## src/rtl/mips_pkg.sv

```systemverilog
// Shared MIPS32 core definitions: datapath widths, writeback-source
// encodings and the EX/MEM payload layout at the default widths.
package mips_pkg;

    localparam int XLEN       = 32;
    localparam int REG_ADDR_W = 5;

    typedef enum logic [1:0] {
        MTR_ALU = 2'd0,
        MTR_MEM = 2'd1,
        MTR_PC  = 2'd2
    } mem_to_reg_e;

    // Field order matches the packing used by ex_mem_skid (MSB first).
    typedef struct packed {
        logic                  branch;
        logic                  mem_read;
        logic                  mem_write;
        logic                  reg_write;
        logic [1:0]            mem_to_reg;
        logic [XLEN-1:0]       jmp_addr;
        logic                  z;
        logic [XLEN-1:0]       pc_value;
        logic [XLEN-1:0]       result;
        logic [XLEN-1:0]       rt;
        logic [REG_ADDR_W-1:0] reg_dst;
    } ex_mem_payload_t;

endpackage

```

## src/rtl/pipe_skid_buf.sv

```systemverilog
// Valid/ready pipeline slot for an opaque payload. With SKID=1 a second
// entry absorbs one beat so in_ready is a pure register output; with SKID=0
// the slot is a single entry whose in_ready looks through to out_ready.
module pipe_skid_buf #(
    parameter int WIDTH = 8,
    parameter bit SKID  = 1'b1
) (
    input  logic             clock,
    input  logic             reset,
    input  logic             flush,
    input  logic             in_valid,
    output logic             in_ready,
    input  logic [WIDTH-1:0] in_data,
    output logic             out_valid,
    input  logic             out_ready,
    output logic [WIDTH-1:0] out_data,
    output logic [1:0]       occupancy
);

    logic             main_valid, main_valid_nxt;
    logic             skid_valid, skid_valid_nxt;
    logic [WIDTH-1:0] main_data, main_data_nxt;
    logic [WIDTH-1:0] skid_data, skid_data_nxt;
    logic             accept;
    logic             pop;

    // Handshake: registered ready in skid mode, look-through ready otherwise.
    always_comb begin
        if (SKID) begin
            in_ready = !skid_valid;
        end else begin
            in_ready = !main_valid || out_ready;
        end
        accept = in_valid && in_ready;
        pop    = main_valid && out_ready;
    end

    // Next-entry logic: flush wins, skid refills main on pop, new beats land
    // in main when it frees up and in skid otherwise so order is preserved.
    always_comb begin
        main_valid_nxt = main_valid;
        skid_valid_nxt = skid_valid;
        main_data_nxt  = main_data;
        skid_data_nxt  = skid_data;
        if (flush) begin
            main_valid_nxt = 1'b0;
            skid_valid_nxt = 1'b0;
        end else begin
            if (pop) begin
                if (skid_valid) begin
                    main_data_nxt  = skid_data;
                    skid_valid_nxt = 1'b0;
                end else begin
                    main_valid_nxt = 1'b0;
                end
            end
            if (accept) begin
                if (!main_valid || (pop && !skid_valid)) begin
                    main_data_nxt  = in_data;
                    main_valid_nxt = 1'b1;
                end else if (SKID) begin
                    skid_data_nxt  = in_data;
                    skid_valid_nxt = 1'b1;
                end
            end
        end
    end

    // Entry registers; reset drops everything immediately.
    always_ff @(posedge clock or posedge reset) begin
        if (reset) begin
            main_valid <= 1'b0;
            skid_valid <= 1'b0;
            main_data  <= '0;
            skid_data  <= '0;
        end else begin
            main_valid <= main_valid_nxt;
            skid_valid <= skid_valid_nxt;
            main_data  <= main_data_nxt;
            skid_data  <= skid_data_nxt;
        end
    end

    assign out_valid = main_valid;
    assign out_data  = main_data;
    assign occupancy = {1'b0, main_valid} + {1'b0, skid_valid};

endmodule

```

## src/rtl/ex_mem_skid.sv

```systemverilog
// EX/MEM pipeline register with valid/ready handshake, optional skid entry,
// synchronous flush and bubble gating of the side-effecting control bits.
module ex_mem_skid
    import mips_pkg::*;
#(
    parameter int XLEN       = 32,
    parameter int REG_ADDR_W = 5,
    parameter bit SKID       = 1'b1
) (
    input  logic                  clock,
    input  logic                  reset,
    input  logic                  flush,
    input  logic                  in_valid,
    output logic                  in_ready,
    input  logic                  branch_in,
    input  logic                  mem_read_in,
    input  logic                  mem_write_in,
    input  logic                  reg_write_in,
    input  logic [1:0]            mem_to_reg_in,
    input  logic [XLEN-1:0]       jmp_addr,
    input  logic [XLEN-1:0]       pc_value_in,
    input  logic [XLEN-1:0]       result_in,
    input  logic [XLEN-1:0]       rt_in,
    input  logic                  z_in,
    input  logic [REG_ADDR_W-1:0] reg_dst_in,
    output logic                  out_valid,
    input  logic                  out_ready,
    output logic                  branch_out,
    output logic                  mem_read_out,
    output logic                  mem_write_out,
    output logic                  reg_write_out,
    output logic [1:0]            mem_to_reg_out,
    output logic [XLEN-1:0]       jmp_addr_out,
    output logic                  z_out,
    output logic [XLEN-1:0]       pc_value_out,
    output logic [XLEN-1:0]       result_out,
    output logic [XLEN-1:0]       rt_out,
    output logic [REG_ADDR_W-1:0] reg_dst_out,
    output logic [1:0]            occupancy
);

    localparam int PAYLOAD_W = 7 + 4 * XLEN + REG_ADDR_W;

    logic [PAYLOAD_W-1:0] in_payload;
    logic [PAYLOAD_W-1:0] out_payload;
    logic                 held_branch;
    logic                 held_mem_read;
    logic                 held_mem_write;
    logic                 held_reg_write;

    // Same field order as mips_pkg::ex_mem_payload_t, but sized by the
    // module parameters so non-default widths still pack correctly.
    assign in_payload = {branch_in, mem_read_in, mem_write_in, reg_write_in,
                         mem_to_reg_in, jmp_addr, z_in, pc_value_in,
                         result_in, rt_in, reg_dst_in};

    pipe_skid_buf #(
        .WIDTH (PAYLOAD_W),
        .SKID  (SKID)
    ) u_buf (
        .clock     (clock),
        .reset     (reset),
        .flush     (flush),
        .in_valid  (in_valid),
        .in_ready  (in_ready),
        .in_data   (in_payload),
        .out_valid (out_valid),
        .out_ready (out_ready),
        .out_data  (out_payload),
        .occupancy (occupancy)
    );

    assign {held_branch, held_mem_read, held_mem_write, held_reg_write,
            mem_to_reg_out, jmp_addr_out, z_out, pc_value_out,
            result_out, rt_out, reg_dst_out} = out_payload;

    // A bubble must never branch, touch memory or write the register file.
    always_comb begin
        branch_out    = out_valid && held_branch;
        mem_read_out  = out_valid && held_mem_read;
        mem_write_out = out_valid && held_mem_write;
        reg_write_out = out_valid && held_reg_write;
    end

endmodule

```

## config.mk

```make
export PLATFORM = sky130hd
export DESIGN_NAME = ex_mem_skid
export DESIGN_NICKNAME = d
export VERILOG_FILES = /design/src/rtl/mips_pkg.sv /design/src/rtl/pipe_skid_buf.sv /design/src/rtl/ex_mem_skid.sv
export SDC_FILE = /design/constraint.sdc
export NUM_CORES = 1
export LEC_CHECK = 0
export ABC_AREA = 0
export CORE_UTILIZATION = 35
export DETAILED_ROUTE_END_ITERATION = 8
export SYNTH_ARGS = -nofsm -noshare
export SYNTH_HDL_FRONTEND = slang
export SYNTH_SLANG_ARGS = --single-unit
```

## constraint.sdc

```tcl
create_clock -name clock -period 10 [get_ports clock]
set_input_delay 2.5 -clock clock [delete_from_list [all_inputs] [get_ports clock]]
set_output_delay 2.5 -clock clock [all_outputs]
set_load 0.005 [all_outputs]
```

==> impl_metrics.json <==
{
  "synth_top_cell_area_share": 0.567,
  "post_route_cells_drive_above_1_share": 0.156,
  "avgViaCountPerCell": 4.98,
  "holdBufCountCts": 0,
  "gp_congestion": 0.687,
  "syn-instance-count": 919,
  "power-per-cell-area_mw_per_mm2": 215,
  "tritoncts_clock_tree": "done",
  "post_route_utilization": 0.453,
  "cts.htree.levels": 2,
  "internal_power_mw": 2.60,
  "layout_setup_ws_ns": 5.29,
  "drt-pass1-iter-count": 4,
  "timing.final.max_slew_violations": 0,
  "number_of_clock_buffers_inserted_by_tritoncts": 34,
  "synth.area.top_cells": "sky130_fd_sc_hd__dfrtp_1 (57%), sky130_fd_sc_hd__a221o_1 (11%), sky130_fd_sc_hd__mux2_2 (8.9%)",
  "worstHoldPathType": "reg -> reg",
  "max_cap_violations": 0,
  "multi_input_gate_area_mm2": 0.00400,
  "timing.slew.headroom": 0.320,
  "setup_tns_ns": 0,
  "synth-seq-area-share": 0.567,
  "setup-violations-final": 0,
  "chipWidth_um": 191,
  "netlist_area_mm2": 0.0125,
  "power.switching_fraction": 0.234,
  "die-height_um": 191,
  "globalRoute.totalOverflow": 0,
  "path_max_fanout": 78,
  "io_buffers": 288,
  "drc_violations": 0,
  "largest_net_degree_at_the_start_of_global_routing": 147,
  "static_power_due_to_leakage_nw": 6.75,
  "clk_path_buf_depth": 3,
  "tightestPinTransition_ns": 1.02,
  "slowest_stage_delay_on_critical_path_ns": 0.98,
  "cp-start-kind": "input pin",
  "yosys.cell_types.count": 22,
  "critical_path.n_buffers_inverters": 2,
  "comb_power_share": 0.179,
  "floorplan.initialDensity": 0.358,
  "power_frac_clock": 0.372,
  "num-nets-final": 1202,
  "clk_transition_reported_paths_ns": 0.05,
  "cts.repair.resized": 0,
  "totalPowerFinal_mw": 3.39,
  "worst_setup_path_end_kind": "flip-flop",
  "synth_fp_nets": 1065,
  "irDropWorstVdd_mv": 0.139,
  "global_route.usage.total": 0.158,
  "cts_sinks": 282,
  "area_of_the_core_mm2": 0.0348,
  "ff_latch_area_mm2": 0.00706,
  "grt_setup_unrepaired": "false",
  "io_pins": 289,
  "timing.final.crit_share": 0.471,
  "route.vias.total": 7642,
  "postSynthRegisterBits": 282,
  "hold_violations": 0,
  "post_drt_antenna_nets": 0,
  "result_of_the_run": "completed",
  "syn2layout_area_growth_pct": 26.7,
  "dieArea_mm2": 0.0363,
  "grt_pass1_wl_um": 45400,
  "worstPathRequired_ns": 10.43,
  "cp_top_family": "simple AND/OR/NAND/NOR gates",
  "antenna_found_initial": 1,
  "drt-wirelength-per-cell_um": 18.9,
  "detailedPlace.worstSlack_ns": 4.74,
  "first_iter_violations": 377,
  "route.final.wire_length_um": 29100,
  "core.rowCount": 68,
  "worstSkewPairLatency_ns": 0.51,
  "slowest_stage": "sky130_fd_sc_hd__and4b_4",
  "cts_setup_buffers": 0,
  "cp_cell_sequence": "clkdlybuf4s50_1, and4b_4, buf_4, and2_1, a221o_1",
  "yosys_warnings": 0,
  "first_global_vias": 7837,
  "fillCellCount": 3141,
  "syn_avg_cell_area_um2": 13.6,
  "clockRootBuffer": "sky130_fd_sc_hd__clkbuf_16",
  "dp.final_hpwl_um": 17900,
  "power.net_switching_mw": 0.793,
  "dpl.cell_count": 1475,
  "cp_data_arrival_time_ns": 5.14,
  "part_of_the_power_in_registers": 0.449,
  "instances_no_fill": 1535,
  "max_fclk_ghz": 0.213,
  "fin_crit_ns": 4.71,
  "worst-setup-path-type": "in -> reg",
  "clock_skew_ns": 0.0126,
  "leading_area_contributor_after_synthesis": "sky130_fd_sc_hd__dfrtp_1"
}
-- cell type report --
class	count	share of cell area
Antenna cell	1	0.000159
Multi-Input combinational cell	436	0.254
Clock inverter	10	0.00793
Sequential cell	282	0.447
Clock buffer	49	0.0653
Tap cell	455	0.0361
Inverter	3	0.000952
Timing Repair Buffer	299	0.189
-- registers in the layout, summed over array words and instances (netlist names) --
signal            cells
u_buf.out_valid       1
u_buf.skid_valid      1
u_buf.out_data      140
u_buf.skid_data     140
-- cell usage after synthesis --
cell	n
sky130_fd_sc_hd__dfrtp_1	282
sky130_fd_sc_hd__buf_4	146
sky130_fd_sc_hd__and2_1	144
sky130_fd_sc_hd__a221o_1	140
sky130_fd_sc_hd__mux2_2	98
sky130_fd_sc_hd__mux2_1	42
sky130_fd_sc_hd__clkbuf_1	23
sky130_fd_sc_hd__buf_2	17
sky130_fd_sc_hd__buf_6	11
sky130_fd_sc_hd__inv_1	3
sky130_fd_sc_hd__a21oi_1	2
sky130_fd_sc_hd__a211oi_1	1
sky130_fd_sc_hd__and4b_1	1
sky130_fd_sc_hd__clkbuf_2	1
sky130_fd_sc_hd__ha_1	1
sky130_fd_sc_hd__nand2b_1	1
sky130_fd_sc_hd__nand4b_1	1
sky130_fd_sc_hd__nor2b_2	1
sky130_fd_sc_hd__nor3_2	1
sky130_fd_sc_hd__nor4b_4	1
sky130_fd_sc_hd__o21ai_0	1
sky130_fd_sc_hd__o31a_1	1
-- per-stage QoR --
stage | hold WS [ns] | cell area, um^2
after floorplan | 0.449 | 12500
after global placement | 0.458 | 14600
after detailed placement | 0.467 | 14600
after CTS | 0.479 | 15800
after global routing | 0.491 | 15800
final | 0.474 | 15800
-- kinds of logic after synthesis --
group,after synthesis,synth area share
DFF,282,0.567
AOI/OAI and AO/OA,145,0.115
muxes,140,0.127
adders and majority gates,1,0.00100
and+or+nand+nor,150,0.0778
buffers and inverters,201,0.113
-- per-layer routing --
| metal | wire (um) | global-route usage | part of all wire |
|---|---|---|---|
| met1 | 13000 | 0.212 | 0.45 |
| met2 | 13600 | 0.246 | 0.47 |
| met3 | 1980 | 0.0482 | 0.068 |
| met4 | 550 | 0.0452 | 0.019 |
| met5 | 0 | 0 | 0 |
-- power groups by stage --
stage	clock (mW)	combinational, mW	sequential [mW]
global placement	0	0.604	1.53
finish	1.26	0.608	1.52
floorplan	0	0.430	1.50
detailed placement	0	0.620	1.54
global route	1.34	0.659	1.56
CTS	1.30	0.621	1.52
-- worst register-to-register path, cell delays in order, from the launching register on --
cell,delay (ns)
sky130_fd_sc_hd__dfrtp_1,0.45
sky130_fd_sc_hd__nand2b_1,0.29
sky130_fd_sc_hd__nor4b_4,0.35
sky130_fd_sc_hd__buf_4,0.40
sky130_fd_sc_hd__buf_4,0.65
sky130_fd_sc_hd__mux2_2,0.45
-- path summary, 6_finish.rpt --
kind,slack (ns),endpoint,startpoint,cells past startpoint
worst max-delay path,5.29,u_buf.out_data[108]$_DFFE_PP0N_,flush,5
worst min-delay path,0.47,u_buf.skid_data[66]$_DFFE_PP0P_,u_buf.skid_data[66]$_DFFE_PP0P_,1
worst max register to register,7.30,u_buf.skid_data[46]$_DFFE_PP0P_,u_buf.skid_valid$_DFF_PP0_,5
worst min register to register,0.47,u_buf.skid_data[66]$_DFFE_PP0P_,u_buf.skid_data[66]$_DFFE_PP0P_,1
max in group asynchronous,5.88,u_buf.out_data[136]$_DFFE_PP0N_,reset,4
min in group asynchronous,2.60,u_buf.out_data[91]$_DFFE_PP0N_,reset,3
-- placed cells by master (no fill, tap or decap) --
cell,instances
sky130_fd_sc_hd__clkbuf_1,6
sky130_fd_sc_hd__ha_1,1
sky130_fd_sc_hd__a21oi_1,2
sky130_fd_sc_hd__and2_1,144
sky130_fd_sc_hd__clkinvlp_4,1
sky130_fd_sc_hd__nor2b_2,1
sky130_fd_sc_hd__nor3_4,1
sky130_fd_sc_hd__dfrtp_1,282
sky130_fd_sc_hd__o31a_2,1
sky130_fd_sc_hd__nand4b_1,1
sky130_fd_sc_hd__nand2b_1,1
sky130_fd_sc_hd__o21ai_0,1
sky130_fd_sc_hd__bufinv_16,3
sky130_fd_sc_hd__clkbuf_8,6
sky130_fd_sc_hd__clkinv_2,7
sky130_fd_sc_hd__mux2_2,98
sky130_fd_sc_hd__buf_4,10
sky130_fd_sc_hd__a221o_1,140
sky130_fd_sc_hd__mux2_1,42
sky130_fd_sc_hd__clkdlybuf4s50_1,288
sky130_fd_sc_hd__inv_1,2
sky130_fd_sc_hd__and4b_4,1
sky130_fd_sc_hd__buf_12,1
sky130_fd_sc_hd__diode_2,1
sky130_fd_sc_hd__a211oi_1,1
sky130_fd_sc_hd__clkbuf_16,37
sky130_fd_sc_hd__nor4b_4,1
Note: power is estimated with default switching activity, not from simulation.
